===== config.mk =====
export PLATFORM = sky130hd
export DESIGN_NAME = axi4lite_read_master
export DESIGN_NICKNAME = d
export VERILOG_FILES = /design/src/rtl/axi4lite_read_master.sv
export SDC_FILE = /design/constraint.sdc
export NUM_CORES = 1
export LEC_CHECK = 0
export CAP_MARGIN = 20
export CORE_MARGIN = 3
export CORE_UTILIZATION = 49
export CTS_CLUSTER_DIAMETER = 80
export DETAILED_ROUTE_END_ITERATION = 6
export PLACE_DENSITY = 0.84
export SYNTH_ARGS = -nofsm -noshare
export SYNTH_HDL_FRONTEND = slang
export SYNTH_SLANG_ARGS = --single-unit
export TNS_END_PERCENT = 10

===== constraint.sdc =====
create_clock -name aclk -period 3.2 [get_ports aclk]
set_input_delay 0.32 -clock aclk [delete_from_list [all_inputs] [get_ports aclk]]
set_output_delay 0.32 -clock aclk [all_outputs]
set_load 0.005 [all_outputs]

===== src/rtl/axi4lite_read_master.sv =====
// ---------------------------------------------------------------------------
// axi4lite_read_master
//
// AXI4-Lite read initiator. Turns a simple command/response handshake from
// local logic (CPU bridge, DMA, debug port) into single AR/R transactions,
// one outstanding at a time. When CHECK_ALIGN is set, word-misaligned
// addresses are answered locally with SLVERR and never reach the bus. Each
// bus response carries the number of cycles spent in AR+R, saturating at
// 2^LAT_W-1.
//
// Ports:
//   aclk, aresetn        clock (rising edge) / asynchronous active-low reset
//   cmd_valid/ready      command handshake; cmd_addr, cmd_prot payload
//   arvalid/arready      AR channel; araddr, arprot payload
//   rvalid/rready        R channel; rdata, rresp payload
//   rsp_valid/ready      response handshake to local logic
//   rsp_data, rsp_resp   returned data / response code
//   rsp_local            1 = response generated locally (misaligned reject)
//   rsp_latency          cycles spent in AR+R for this transaction
//   busy                 high whenever a command is being processed
// ---------------------------------------------------------------------------
module axi4lite_read_master #(
    parameter int CHECK_ALIGN = 1,
    parameter int LAT_W       = 16
) (
    input  logic             aclk,
    input  logic             aresetn,
    // local command side
    input  logic             cmd_valid,
    output logic             cmd_ready,
    input  logic [31:0]      cmd_addr,
    input  logic [2:0]       cmd_prot,
    // AR channel
    output logic             arvalid,
    input  logic             arready,
    output logic [31:0]      araddr,
    output logic [2:0]       arprot,
    // R channel
    input  logic             rvalid,
    output logic             rready,
    input  logic [31:0]      rdata,
    input  logic [1:0]       rresp,
    // local response side
    output logic             rsp_valid,
    input  logic             rsp_ready,
    output logic [31:0]      rsp_data,
    output logic [1:0]       rsp_resp,
    output logic             rsp_local,
    output logic [LAT_W-1:0] rsp_latency,
    output logic             busy
);

    typedef enum logic [1:0] {
        ST_IDLE = 2'd0,
        ST_AR   = 2'd1,
        ST_R    = 2'd2,
        ST_RSP  = 2'd3
    } state_t;

    localparam logic [LAT_W-1:0] LAT_MAX = '1;
    localparam logic [1:0]       RESP_SLVERR = 2'b10;

    state_t           state_reg;
    logic [LAT_W-1:0] lat_cnt_reg;

    // Counter value after counting the current cycle, held at LAT_MAX.
    logic [LAT_W-1:0] lat_inc;
    assign lat_inc = (lat_cnt_reg == LAT_MAX) ? LAT_MAX : lat_cnt_reg + LAT_W'(1);

    // Only the low two address bits matter for a 32-bit word alignment check.
    logic misaligned;
    assign misaligned = (CHECK_ALIGN != 0) && (cmd_addr[1:0] != 2'b00);

    assign cmd_ready = (state_reg == ST_IDLE);
    assign busy      = (state_reg != ST_IDLE);

    always_ff @(posedge aclk or negedge aresetn) begin
        if (!aresetn) begin
            state_reg   <= ST_IDLE;
            lat_cnt_reg <= '0;
            arvalid     <= 1'b0;
            araddr      <= 32'd0;
            arprot      <= 3'd0;
            rready      <= 1'b0;
            rsp_valid   <= 1'b0;
            rsp_data    <= 32'd0;
            rsp_resp    <= 2'b00;
            rsp_local   <= 1'b0;
            rsp_latency <= '0;
        end else begin
            case (state_reg)
                ST_IDLE: begin
                    if (cmd_valid) begin
                        if (misaligned) begin
                            rsp_data    <= 32'd0;
                            rsp_resp    <= RESP_SLVERR;
                            rsp_local   <= 1'b1;
                            rsp_latency <= '0;
                            rsp_valid   <= 1'b1;
                            state_reg   <= ST_RSP;
                        end else begin
                            araddr      <= cmd_addr;
                            arprot      <= cmd_prot;
                            arvalid     <= 1'b1;
                            lat_cnt_reg <= '0;
                            state_reg   <= ST_AR;
                        end
                    end
                end
                ST_AR: begin
                    // araddr/arprot are only written in IDLE, so they stay
                    // stable until the handshake.
                    lat_cnt_reg <= lat_inc;
                    if (arready) begin
                        arvalid   <= 1'b0;
                        rready    <= 1'b1;
                        state_reg <= ST_R;
                    end
                end
                ST_R: begin
                    lat_cnt_reg <= lat_inc;
                    if (rvalid) begin
                        rsp_data    <= rdata;
                        rsp_resp    <= rresp;
                        rsp_local   <= 1'b0;
                        rsp_latency <= lat_inc;
                        rready      <= 1'b0;
                        rsp_valid   <= 1'b1;
                        state_reg   <= ST_RSP;
                    end
                end
                ST_RSP: begin
                    if (rsp_ready) begin
                        rsp_valid <= 1'b0;
                        state_reg <= ST_IDLE;
                    end
                end
                default: state_reg <= ST_IDLE;
            endcase
        end
    end

endmodule


==> metrics.cfg, run 1 <==
[place]
portBuffers=165
numPlacedInstances=667
gpl.final_weighted_congestion=0.865
dp_hpwl_mm=9.17

[run_status]
run_status=finished clean

[sta]
tightest_slew_ns=0.796
worst_clock_skew_ns=0.0118
timing.fmax_mhz=407
tns_ns=0
hold_ws_ns=0.399
final.period_utilization_pct=76.8
finalCriticalPeriod_ns=2.46
report.final.hold_viol_count=0
worst_slew_margin_rel_pct=46.5
count_of_endpoints_failing_setup_in_the_final_report=0
grt_setup_unrepaired=false
final_max_slew_viol_count=0

[clocking]
cts_repair_resize_count=0
ctsRootBufferMaster=sky130_fd_sc_hd__clkbuf_8
cts.reportedPaths.clkPinSlew_ns=0.11
worst_case_clock_buffer_depth=2
numCtsBuffers=9
tritoncts=done
cts_max_level=3
clk-insertion-delay-late_ns=0.36
numClockSinks=107

[worst_setup_path]
cp_data_arrival_time_ns=2.73
worstSetupPathType=flip-flop to flip-flop
cp.required_ns=3.47
critical_path_peak_fanout=21
start_kind=flip-flop
regToRegStartpoint=state_reg[1]
timing.critical_path.to_type=flip-flop
setup.reg_to_reg.worst_slack_ns=0.74
r2r-end=lat_cnt_reg[4]
worstRegToRegCells=6

[pwr]
worst_ir_drop_vdd_mv=0.481
cellLeakagePower_nw=2.88
power.density_nw_per_um2=788

[drt]
route.detailed.vias_per_inst=5.68
total_via_count_in_the_routed_design=3884
wirelength_mm=12.8
drc=0
ant_nets=0
dr.pass1.iters=4
wl_per_cell_um=18.8
drt_iter0_drc=249

[cells_and_area]
nets=632
syn2layout_area_growth_pct=41.2
largest_registers=araddr: 32 flops, rsp_data: 32 flops
insertedDiodeCount=0
nFillCells=686
layout.cells.non_filler=684
final_util_pct=71.6
final_layout_size_suffix_gt1_share_pct=12.4

[synth]
synth.most_common_cell=sky130_fd_sc_hd__dfrtp_1
syn_std_cell_area_sq_um=4710
synthTopCellsByArea=sky130_fd_sc_hd__dfrtp_1, sky130_fd_sc_hd__a22o_1, sky130_fd_sc_hd__mux2_2, sky130_fd_sc_hd__a21oi_1, sky130_fd_sc_hd__o21ai_0
synth_seq_area_share_pct=56.8
ys_seq_elements=107
synth.distinct_cells=50
synthCells=397
synth-edff-count=0
synth.top_cells.by_count=sky130_fd_sc_hd__dfrtp_1, sky130_fd_sc_hd__a22o_1, sky130_fd_sc_hd__mux2_2, sky130_fd_sc_hd__nand2_1, sky130_fd_sc_hd__a21oi_1
synthDominantAreaCellType=sky130_fd_sc_hd__dfrtp_1
synth-async-reset-ratio_pct=100
yosysWarnings=0
synth.top_cell.area_share_pct=56.8
number_of_nets_in_the_synthesized_netlist=479
postSynthAreaPerCell_sq_um=11.9
ys.flop_type=sky130_fd_sc_hd__dfrtp_1

[grt]
total_gr_overflow=0
first_global_vias=4149
grtUsageTotal_pct=24.1
grt_pass1_wl_mm=21.0
grt_max_degree=84
antenna_found_initial=0

[die]
die_area_sq_um=10800
die_w_um=104
core_sq_um=9280
floorplan.rows=35
top_level_ports=166
die_height_um=104
starting_density_of_the_core_pct=50.7

[job]
drv.max_cap_violation_count=0

[min_path]
hp-class=input port to asynchronous set/reset pin

## timing repair
action                                 4_1_cts  5_1_grt
endpoints found under the hold margin       24        0
setup buffers                                0        0
hold buffers                                 1        0
## power by group
group / leakage [nW] / internal [mW] / switching (mW)
Sequential: 1.39 / 1.77 / 0.281
Clock: 0.0884 / 0.292 / 0.478
Combinational: 1.40 / 1.33 / 1.09
## routing by layer
| layer | track usage (%) | share of wire, % | up-vias |
|---|---|---|---|
| li1 | - | - | 1780 |
| met1 | 28.7 | 39 | 1929 |
| met2 | 41.2 | 51 | 155 |
| met3 | 9.06 | 8.9 | 20 |
| met4 | 6.46 | 1.4 | 0 |
| met5 | 0 | 0 | - |
## worst max-delay path, stage by stage (launching register included)
cell	delay (ns)
sky130_fd_sc_hd__dfrtp_1	0.42
sky130_fd_sc_hd__inv_1	0.16
sky130_fd_sc_hd__ha_1	0.44
sky130_fd_sc_hd__nor4bb_4	0.36
sky130_fd_sc_hd__a21o_1	0.57
sky130_fd_sc_hd__a41oi_1	0.22
sky130_fd_sc_hd__a21oi_1	0.18
## metrics by stage
stage | total power [mW] | worst slack (ns) | instance area [sq um]
after floorplan | 3.20 | 1.14 | 4710
after global routing | 5.56 | 0.586 | 6650
final | 5.24 | 0.743 | 6650
after detailed placement | 4.48 | 0.717 | 6460
after CTS | 5.26 | 0.808 | 6650
after global placement | 4.38 | 0.778 | 6460
## final cells by class
class,instances,area [sq um],share of cell area [%]
sequential,107,2680,40.3
timing repair buffer,171,1720,25.9
clock inverter,6,50.0,0.753
clock buffer,10,128,1.92
multi-input combinational,248,1860,28.0
tap,129,161,2.43
inverter,13,48.8,0.734
## cell usage in the layout, fill, tap and decap left out, types with 3 or more instances in the layout
master / Yosys / layout
sky130_fd_sc_hd__clkdlybuf4s50_1: 0 / 164
sky130_fd_sc_hd__dfrtp_1: 107 / 107
sky130_fd_sc_hd__nor2_1: 9 / 9
sky130_fd_sc_hd__a22o_1: 43 / 43
sky130_fd_sc_hd__and4_1: 5 / 5
sky130_fd_sc_hd__buf_4: 1 / 4
sky130_fd_sc_hd__nor2b_1: 3 / 3
sky130_fd_sc_hd__nand4_1: 9 / 9
sky130_fd_sc_hd__mux2i_1: 3 / 3
sky130_fd_sc_hd__a31o_2: 3 / 3
sky130_fd_sc_hd__mux2_2: 33 / 33
sky130_fd_sc_hd__o41ai_1: 3 / 3
sky130_fd_sc_hd__ha_1: 7 / 7
sky130_fd_sc_hd__inv_1: 12 / 12
sky130_fd_sc_hd__a31oi_1: 10 / 10
sky130_fd_sc_hd__nand2_1: 24 / 24
sky130_fd_sc_hd__clkbuf_8: 0 / 9
sky130_fd_sc_hd__o21ai_0: 21 / 21
sky130_fd_sc_hd__nor4_1: 3 / 3
sky130_fd_sc_hd__a21oi_1: 23 / 23
sky130_fd_sc_hd__nand3_1: 6 / 6
sky130_fd_sc_hd__and3_1: 7 / 7
sky130_fd_sc_hd__clkinv_4: 0 / 3
## cells by family (layout without fill, tap and decap cells)
kind of cell             after synthesis  in the layout  share of synthesized area, %
adder cells (fa/ha/maj)                7              7                          1.86
AO/OA/AOI/OAI                        125            125                          19.0
multiplexers                          36             36                          8.53
buffers and inverters                 42            200                          4.09
AND/OR/NAND/NOR                       79             79                          9.46
XOR/XNOR                               1              1                         0.186
flip-flops                           107            107                          56.8
## worst max path at each step
stage          cells past startpoint  slack [ns]           start        endpoint
6_report                           6        0.74    state_reg[1]  lat_cnt_reg[4]
3_3_place_gp                       5        0.78     cmd_addr[1]  rsp_latency[5]
4_1_cts                            4        0.81    state_reg[1]            busy
2_1_floorplan                      7        1.14    state_reg[0]      araddr[10]
3_5_place_dp                       5        0.72     cmd_addr[1]  rsp_latency[7]
5_1_grt                            5        0.59  lat_cnt_reg[0]  lat_cnt_reg[1]
Power figures use the tool's default switching activity.
==> run 2: changes to the inputs <==
Settings changed: CORE_UTILIZATION 49 to 45, PLACE_DENSITY 0.84 to 0.78.
Clock period 3.2 ns to 2.35 ns, I/O delays scaled along.
==> metrics.cfg, run 2 (same netlist as run 1, synthesis figures left out) <==
[grt]
first_global_vias=4077
antenna_found_initial=0
grt_pass1_wl_mm=20.8
total_gr_overflow=0
grtUsageTotal_pct=22.8
grt_max_degree=54

[cells_and_area]
commonest_non_fill_non_tap_cell_in_the_layout=sky130_fd_sc_hd__clkdlybuf4s50_1
largest_registers=araddr: 32 flops, rsp_data: 32 flops
syn2layout_area_growth_pct=44.1
insertedDiodeCount=0
final_layout_size_suffix_gt1_share_pct=14.8
nets=646
nFillCells=745
most_used_cells_in_the_layout_excluding_fill_and_tap_cells=sky130_fd_sc_hd__clkdlybuf4s50_1, sky130_fd_sc_hd__dfrtp_1, sky130_fd_sc_hd__a22o_1

[die]
die_w_um=108
floorplan.rows=36
die_area_sq_um=11700
die_height_um=108
top_level_ports=166
starting_density_of_the_core_pct=47.3
core_sq_um=9950

[sta]
final.period_utilization_pct=95.0
finalCriticalPeriod_ns=2.23
tightest_slew_ns=0.663
timing.fmax_mhz=448
finalWorstSetupSlack_ns=0.118
worst_clock_skew_ns=0.00861
report.final.hold_viol_count=0
final_max_slew_viol_count=0
grt_setup_unrepaired=false
count_of_endpoints_failing_setup_in_the_final_report=0
tns_ns=0
worst_slew_margin_rel_pct=55.3

[clocking]
cts_max_level=3
ctsRootBufferMaster=sky130_fd_sc_hd__clkbuf_8
numClockSinks=107
tritoncts=done
cts.reportedPaths.clkPinSlew_ns=0.10
numCtsBuffers=9
cts.repair_timing.setup_buffer_count=0
worst_case_clock_buffer_depth=2
clk-insertion-delay-late_ns=0.39

[worst_setup_path]
cp_data_arrival_time_ns=2.00
critical_path_peak_fanout=6
r2r-end=lat_cnt_reg[6]
setup.reg_to_reg.worst_slack_ns=0.17
worstSetupPathType=flip-flop to output pin
cp.required_ns=2.12
timing.critical_path.to_type=output pin
start_kind=flip-flop
worstRegToRegCells=7
regToRegStartpoint=state_reg[0]

[drt]
dr.pass1.iters=5
total_via_count_in_the_routed_design=3940
drc=0
wirelength_mm=13.0
wl_per_cell_um=18.5
route.detailed.vias_per_inst=5.61
ant_nets=0
drt_iter0_drc=200

[pwr]
cellLeakagePower_nw=2.96
seq_power_share_pct=37.8
power.net_switching_mw=2.54
worst_ir_drop_vdd_mv=0.767
power.density_nw_per_um2=1080
netSwitchingFraction_pct=34.7
combinationalPowerShare_pct=46.4
share_clk_of_total_power_pct=15.8
power_report.internal_total_mw=4.79
fin_total_pwr_mw=7.33

[place]
pre_cts_ws_ns=0.154
gpl.final_weighted_congestion=0.829
portBuffers=165
dp_hpwl_mm=9.50

[job]
drv.max_cap_violation_count=0

[run_status]
run_status=finished clean

[min_path]
hp-class=input port to asynchronous set/reset pin

==> run 2: how the worst max path moves through the flow <==
stage / from / end / slack (ns) / cells past startpoint
6_report: state_reg[0] / cmd_ready / 0.12 / 4
5_1_grt: state_reg[0] / lat_cnt_reg[8] / 0.006 / 7
4_1_cts: state_reg[0] / cmd_ready / 0.1 / 4
3_5_place_dp: cmd_addr[1] / rsp_data[29] / 0.15 / 5
3_3_place_gp: cmd_addr[1] / rsp_latency[0] / 0.25 / 5
2_1_floorplan: state_reg[0] / araddr[10] / 0.29 / 7
==> run 2: area by class of cell <==
class	count	area [sq um]	share of cell area (%)
clock inverters	6	72.6	1.07
well taps	133	166	2.45
flip-flops and latches	107	2680	39.5
clock buffers	10	128	1.88
inverters	13	48.8	0.719
multi-input cells	248	1870	27.5
repair buffers	185	1830	26.9
==> run 2: power groups by stage <==
stage | combinational [mW] | sequential, mW | clock, mW
floorplan | 1.58 | 2.77 | 0
CTS | 3.41 | 2.78 | 1.20
global route | 3.68 | 2.86 | 1.27
finish | 3.40 | 2.77 | 1.16
detailed placement | 3.40 | 2.79 | 0
global placement | 3.29 | 2.77 | 0
==> run 2: routing by layer <==
metal | part of all wire [%] | track usage, %
met1 | 39 | 27.6
met2 | 51 | 36.8
met3 | 8.8 | 10.1
met4 | 1.9 | 7.21
met5 | 0 | 0
==> run 2: critical path: stages, from the launching register on <==
cell	delay (ns)
sky130_fd_sc_hd__dfrtp_1	0.43
sky130_fd_sc_hd__inv_1	0.15
sky130_fd_sc_hd__ha_1	0.33
sky130_fd_sc_hd__buf_4	0.20
sky130_fd_sc_hd__clkdlybuf4s50_1	0.50
==> run 2: per-stage QoR <==
| stage | std cells | hold WS [ns] | util, % | area [sq um] |
|---|---|---|---|---|
| 3_5_place_dp | 685 | 0.321 | 66.0 | 6570 |
| 5_1_grt | 702 | 0.426 | 68.2 | 6790 |
| 6_report | 702 | 0.410 | 68.2 | 6790 |
| 2_1_floorplan | 397 | -0.0606 | - | 4710 |
| 3_3_place_gp | 685 | 0.326 | 66.0 | 6570 |
| 4_1_cts | 702 | 0.409 | 68.1 | 6780 |
==> run 2: what timing repair did <==
item	in CTS	in global routing
endpoints found under the setup margin	0	2
hold buffers	1	0
resized for setup	0	1
hold endpoints to repair	50	0
